--- config.mk ---
export PLATFORM = sky130hd
export DESIGN_NAME = memory_loader_flat
export DESIGN_NICKNAME = d
export VERILOG_FILES = /design/src/rtl/memory_loader_if.sv /design/src/rtl/memory_loader.sv /design/src/flat_wrapper.sv
export SDC_FILE = /design/constraint.sdc
export NUM_CORES = 1
export LEC_CHECK = 0
export ABC_AREA = 1
export CAP_MARGIN = 20
export CORE_MARGIN = 2
export CORE_UTILIZATION = 45
export DETAILED_ROUTE_END_ITERATION = 7
export GPL_TIMING_DRIVEN = 0
export PLACE_DENSITY = 0.8
export SLEW_MARGIN = 5
export SYNTH_ARGS = -nofsm -noshare
export SYNTH_HDL_FRONTEND = slang
export SYNTH_SLANG_ARGS = --single-unit
--- constraint.sdc ---
create_clock -name clk -period 2.8 [get_ports clk]
set_input_delay 0.28 -clock clk [delete_from_list [all_inputs] [get_ports clk]]
set_output_delay 0.28 -clock clk [all_outputs]
set_load 0.02 [all_outputs]
--- src/rtl/memory_loader_if.sv ---
// +--------------------------------------------------------------------------+
// | memory_loader_if : host word stream (valid/ready) into the memory loader |
// | Revision 1.0                                                             |
// +--------------------------------------------------------------------------+
`default_nettype none

interface memory_loader_if #(
  parameter int WORD_SIZE = 16
);
  logic                 in_valid;
  logic [WORD_SIZE-1:0] in_data;
  logic                 in_ready;

  modport master (output in_valid, output in_data, input in_ready);
  modport slave  (input in_valid, input in_data, output in_ready);
endinterface

`default_nettype wire

--- src/rtl/memory_loader.sv ---
// +--------------------------------------------------------------------------+
// | memory_loader : writes N/tol/step to slots 5..7, then an N-word vector   |
// | Revision 1.0                                                             |
// +--------------------------------------------------------------------------+
`default_nettype none

module memory_loader #(
  parameter int WORD_SIZE     = 16,
  parameter int ADDRESS_WIDTH = 4
) (
  input  logic                     clk,
  input  logic                     rst,
  input  logic                     load,
  input  logic [ADDRESS_WIDTH-1:0] base_address,
  memory_loader_if.slave           host,
  output logic                     mem_write,
  output logic [ADDRESS_WIDTH-1:0] mem_address,
  output logic [WORD_SIZE-1:0]     mem_data,
  output logic                     busy,
  output logic                     done,
  output logic                     error_size
);

  localparam logic [2:0] IDLE     = 3'd0;
  localparam logic [2:0] GET_N    = 3'd1;
  localparam logic [2:0] GET_TOL  = 3'd2;
  localparam logic [2:0] GET_STEP = 3'd3;
  localparam logic [2:0] GET_VEC  = 3'd4;
  localparam logic [2:0] ERROR    = 3'd5;

  // Wide enough for both the raw N and the value 2^ADDRESS_WIDTH
  localparam int CHECK_WIDTH = (WORD_SIZE > ADDRESS_WIDTH + 1) ? WORD_SIZE : ADDRESS_WIDTH + 1;
  localparam int COUNT_WIDTH = ADDRESS_WIDTH + 1;

  localparam logic [ADDRESS_WIDTH-1:0] ADDR_N    = ADDRESS_WIDTH'(5);
  localparam logic [ADDRESS_WIDTH-1:0] ADDR_TOL  = ADDRESS_WIDTH'(6);
  localparam logic [ADDRESS_WIDTH-1:0] ADDR_STEP = ADDRESS_WIDTH'(7);

  logic [2:0]               state;
  logic [COUNT_WIDTH-1:0]   count;
  logic [ADDRESS_WIDTH-1:0] pointer;
  logic                     accept;
  logic                     n_valid;
  logic [CHECK_WIDTH-1:0]   n_ext;
  logic [CHECK_WIDTH-1:0]   n_limit;

  assign host.in_ready = (state == GET_N) || (state == GET_TOL) ||
                         (state == GET_STEP) || (state == GET_VEC);
  assign accept = host.in_valid & host.in_ready;

  // pointer still holds the latched base while in GET_N
  assign n_ext   = CHECK_WIDTH'(host.in_data);
  assign n_limit = (CHECK_WIDTH'(1) << ADDRESS_WIDTH) - CHECK_WIDTH'(pointer);
  assign n_valid = (n_ext != '0) && (n_ext <= n_limit);

  always_ff @(posedge clk or negedge rst) begin
    if (!rst) begin
      state       <= IDLE;
      count       <= '0;
      pointer     <= '0;
      mem_write   <= 1'b0;
      mem_address <= '0;
      mem_data    <= '0;
      busy        <= 1'b0;
      done        <= 1'b0;
      error_size  <= 1'b0;
    end else begin
      mem_write <= 1'b0;
      done      <= 1'b0;
      case (state)
        IDLE, ERROR: begin
          if (load) begin
            pointer    <= base_address;
            error_size <= 1'b0;
            busy       <= 1'b1;
            state      <= GET_N;
          end
        end
        GET_N: begin
          if (accept) begin
            if (n_valid) begin
              mem_write   <= 1'b1;
              mem_address <= ADDR_N;
              mem_data    <= host.in_data;
              count       <= n_ext[COUNT_WIDTH-1:0];
              state       <= GET_TOL;
            end else begin
              error_size <= 1'b1;
              busy       <= 1'b0;
              state      <= ERROR;
            end
          end
        end
        GET_TOL: begin
          if (accept) begin
            mem_write   <= 1'b1;
            mem_address <= ADDR_TOL;
            mem_data    <= host.in_data;
            state       <= GET_STEP;
          end
        end
        GET_STEP: begin
          if (accept) begin
            mem_write   <= 1'b1;
            mem_address <= ADDR_STEP;
            mem_data    <= host.in_data;
            state       <= GET_VEC;
          end
        end
        GET_VEC: begin
          if (accept) begin
            mem_write   <= 1'b1;
            mem_address <= pointer;
            mem_data    <= host.in_data;
            pointer     <= pointer + ADDRESS_WIDTH'(1);
            count       <= count - COUNT_WIDTH'(1);
            if (count == COUNT_WIDTH'(1)) begin
              done  <= 1'b1;
              busy  <= 1'b0;
              state <= IDLE;
            end
          end
        end
        default: begin
          busy  <= 1'b0;
          state <= IDLE;
        end
      endcase
    end
  end

endmodule

`default_nettype wire
--- src/flat_wrapper.sv ---
// flat-port wrapper written by rule: the top's interface ports become plain ports
module memory_loader_flat 
#(
  parameter int WORD_SIZE     = 16,
  parameter int ADDRESS_WIDTH = 4
)
  (clk, rst, load, base_address, mem_write, mem_address, mem_data, busy, done, error_size, host_in_valid, host_in_data, host_in_ready);
  memory_loader_if #(.WORD_SIZE(WORD_SIZE)) host_i ();
  input  logic clk;
  input  logic rst;
  input  logic load;
  input  logic [ADDRESS_WIDTH-1:0] base_address;
  output logic mem_write;
  output logic [ADDRESS_WIDTH-1:0] mem_address;
  output logic [WORD_SIZE-1:0] mem_data;
  output logic busy;
  output logic done;
  output logic error_size;
  input wire logic [$bits(host_i.in_valid)-1:0] host_in_valid;
  input wire logic [$bits(host_i.in_data)-1:0] host_in_data;
  output wire logic [$bits(host_i.in_ready)-1:0] host_in_ready;
  assign host_i.in_valid = host_in_valid;
  assign host_i.in_data = host_in_data;
  assign host_in_ready = host_i.in_ready;
  memory_loader #(.WORD_SIZE(WORD_SIZE), .ADDRESS_WIDTH(ADDRESS_WIDTH)) u_core (.clk(clk), .rst(rst), .load(load), .base_address(base_address), .host(host_i), .mem_write(mem_write), .mem_address(mem_address), .mem_data(mem_data), .busy(busy), .done(done), .error_size(error_size));
endmodule
==> flow_metrics.env <==
export IMPL_status="completed"
export IMPL_wl_per_cell_um=13.2
export IMPL_synthToLayoutAreaGrowth_pct=29.9
export IMPL_routabilityCongestion=0.858
export IMPL_syn_inst=275
export IMPL_cp_common_cell="nand2_1"
export IMPL_remaining_drc_errors=0
export IMPL_multiInputGateArea_sq_mm=0.00109
export IMPL_ir_drop_v=0.000466
export IMPL_worst_setup_path_type="flop to flop"
export IMPL_drt_initial_drc_count=110
export IMPL_htreeDepth=2
export IMPL_max_freq_ghz=0.436
export IMPL_finalInstanceArea_sq_mm=0.00283
export IMPL_setup_slack_ns=0.505
export IMPL_cts_setup_buffers=0
export IMPL_cts_path_max_buffers=2
export IMPL_start_kind="flop"
export IMPL_yosysTopAreaCell="dfrtp_1"
export IMPL_grt_pass1_wl_mm=8.56
export IMPL_synth_area_sq_mm=0.00218
export IMPL_fin_crit_ns=2.29
export IMPL_cts_made_buffers=5
export IMPL_crit_buf_inv=2
export IMPL_dpl_instance_area_sq_mm=0.00272
export IMPL_p_leak_nw=1.42
export IMPL_synth_fp_nets=308
export IMPL_crit_required_ns=2.98
export IMPL_grt_antenna_before_repair=0
export IMPL_holdCritPathClass="input pin to asynchronous set/reset pin"
export IMPL_grt_max_degree=37
export IMPL_ctsHoldBuffers=0
export IMPL_final_instance_count_excl_fill=385
export IMPL_vias=2011
export IMPL_max_slew_margin_pct=45.6
export IMPL_setup_viol=0
export IMPL_n_antenna_cell=0
export IMPL_io_buffers=48
export IMPL_cts_tree="built"
export IMPL_synth_seq_cells=36
export IMPL_cp_slowest_stage_delay_ns=0.44
export IMPL_regArea_sq_um=901
export IMPL_fin_nets=363
export IMPL_synth_compound_area_share_pct=9.37
export IMPL_synth_simple_gate_area_share_pct=34.3
export IMPL_post_cts_resize_count=0
export IMPL_place_ws_ns=0.530
export IMPL_start_util_pct=46.4
export IMPL_crit_path_cell_trace="inv_1 -> ha_1 -> nand3_1 -> ha_1 -> nand3_1 -> nor2_2 -> nand4_1 -> nand2_2 -> nand2_1 -> nand2_2 -> nand2_4 -> buf_6 -> nand2_1 -> nand2_1"
export IMPL_syn_avg_cell_area_sq_um=7.91
export IMPL_finalHoldViolations=0
export IMPL_coreArea_sq_mm=0.00469
export IMPL_fin_crit_sh_pct=82.0
export IMPL_arrival_ns=2.47
export IMPL_path_clk_slew_ns=0.07
export IMPL_yosysTopAreaCellShare_pct=41.4
export IMPL_track_usage_pct=20.5
export IMPL_crit_family="simple AND/OR/NAND/NOR gates"
export IMPL_max_cap_violations=0
export IMPL_cts_root_buf="clkbuf_8"
export IMPL_skew_ns=0.00545
export IMPL_vias_per_cell=5.22
export IMPL_synth_top_family_by_area="simple AND/OR/NAND/NOR gates"
export IMPL_synth_adder_area_share_pct=5.18
export IMPL_die_area_sq_mm=0.00541
export IMPL_pin_count=49
export IMPL_crit_path_max_fanout=10
export IMPL_grt_pass1_vias=1919
export IMPL_clock_latency_ns=0.29
export IMPL_dp_cells=377
export IMPL_powerDensity_mw_per_mm2=1170
export IMPL_ys_top_cells_by_area="dfrtp_1 (41%), nand2_1 (17%), nand3_1 (7.1%)"
export IMPL_nFillCells=418
export IMPL_ant_nets=0
export IMPL_dp_hpwl_mm=3.84
export IMPL_first_pass_iters=5
export IMPL_yosysWarnings=0
export IMPL_clock_sinks=36
export IMPL_drive_gt1_share_pct=12.7
export IMPL_die_w_um=73.5
export IMPL_die_h_um=73.5
export IMPL_synth_mux_area_share_pct=0
export IMPL_num_rows=25
export IMPL_yosysUniqueCellTypes=34
export IMPL_wl_mm=5.07
export IMPL_worst_pin_slew_ns=0.816
export IMPL_ys_seq_area_share_pct=41.4
export IMPL_crit_slowest_cell="dfrtp_1"
export IMPL_rsz0062_at_grt="no"
export IMPL_grt_ovfl_total=0
export IMPL_setup_total_negative_slack_ns=0
export IMPL_maxSlewViolCount=0
export IMPL_cp_end_kind="flop"
export IMPL_synthXorXnorAreaFrac_pct=1.21
## worst register-to-register path, stage by stage (launching register included)
cell     delay, ns
dfrtp_1       0.44
inv_1         0.15
ha_1          0.20
nand3_1       0.11
ha_1          0.30
nand3_1       0.09
nor2_2        0.12
nand4_1       0.11
nand2_2       0.13
nand2_1       0.10
nand2_2       0.12
nand2_4       0.07
buf_6         0.15
nand2_1       0.06
nand2_1       0.05
## per-layer routing
metal / vias to the layer above / track usage [%] / routed length, um
li1: 985 / - / -
met1: 940 / 25.0 / 2150
met2: 75 / 36.1 / 2480
met3: 11 / 4.25 / 358
met4: 0 / 6.26 / 80
met5: - / 0 / 0
## final timing paths
path	depth (start not counted)	to	slack [ns]	from
setup / recovery	14	u_core.mem_data[4]	0.51	u_core.pointer[0]
min in group clk	2	u_core.mem_data[12]	0.47	u_core.mem_data[12]
hold / removal	1	u_core.mem_data[7]	0.08	rst
max in group asynchronous	1	u_core.state[1]	2.21	rst
hold reg to reg	2	u_core.mem_data[12]	0.47	u_core.mem_data[12]
setup reg to reg	14	u_core.mem_data[4]	0.51	u_core.pointer[0]
## layout make-up
cell class	instances	area share, %
Tap cell	54	2.39
Clock buffer	6	2.57
Timing Repair Buffer	48	16.8
Clock inverter	2	1.24
Sequential cell	36	31.9
Buffer	7	2.26
Inverter	31	4.34
Multi-Input combinational cell	201	38.5
## sequential cells by signal, summed over array words and instances, names as in the netlist
signal and cells:
u_core.busy 1, u_core.count 5, u_core.done 1, u_core.error_size 1, u_core.mem_address 4, u_core.mem_data 16, u_core.mem_write 1, u_core.pointer 4
u_core.state 3
## cells by family after synthesis
family | count (synthesis)
simple gates | 162
fa+ha+maj | 9
buf+inv | 38
compound gates | 27
xor+xnor | 3
flops | 36
## power by group
part	switching [W]	internal, W	total (W)
Sequential	0.000167	0.000761	0.000928
Combinational	0.00112	0.000795	0.00192
Clock	0.000187	0.000264	0.000451
## cells in the mapped netlist
cell       n
a21oi_1    6
xor2_1     3
or2_1      1
nor2_4     2
buf_6      4
o31ai_1    1
o211ai_1   1
inv_2      3
a21oi_4    1
nand3_1   31
nand2_8    1
ha_1       9
nor3_1     4
inv_1     25
nand2_1   96
buf_4      2
nor2_2     2
o21ai_4    1
nor3_4     1
inv_4      2
a21oi_2    1
nand4_4    1
nand2_4    2
o21ai_1    1
clkbuf_1   1
nand4_1    1
dfrtp_1   36
nand2_2    2
or2_2      1
o21ai_0    8
o211ai_2   3
nor2_1    17
o21ai_2    4
clkinv_2   1
## through the flow
| stage | hold WS, ns | utilization (%) | power [W] |
|---|---|---|---|
| final | 0.0804 | 60.2 | 0.00330 |
| after global routing | 0.152 | 60.2 | 0.00359 |
| after CTS | 0.111 | 60.2 | 0.00331 |
| after detailed placement | 0.423 | 57.9 | 0.00285 |
| after global placement | 0.454 | 58.1 | 0.00279 |
| after floorplan | -0.0156 | - | 0.00221 |
## layout by cell type, fill, tap and decap left out, types with 2 or more instances in the layout
| cell | netlist | layout |
|---|---|---|
| nand2_4 | 2 | 2 |
| nand2_2 | 2 | 2 |
| nor3_1 | 4 | 4 |
| ha_1 | 9 | 9 |
| inv_1 | 25 | 25 |
| nor2_2 | 2 | 2 |
| clkbuf_8 | 0 | 5 |
| clkbuf_1 | 1 | 2 |
| clkinv_2 | 1 | 2 |
| o21ai_2 | 4 | 4 |
| buf_6 | 4 | 4 |
| xor2_1 | 3 | 3 |
| clkdlybuf4s50_1 | 0 | 47 |
| inv_4 | 2 | 2 |
| nand2_1 | 96 | 96 |
| dfrtp_1 | 36 | 36 |
| nor2_1 | 17 | 17 |
| a21oi_1 | 6 | 6 |
| buf_4 | 2 | 2 |
| o211ai_2 | 3 | 3 |
| nor2_4 | 2 | 2 |
| o21ai_0 | 8 | 8 |
| inv_2 | 3 | 3 |
| nand3_1 | 31 | 31 |
Note: power is estimated with default switching activity, not from simulation.
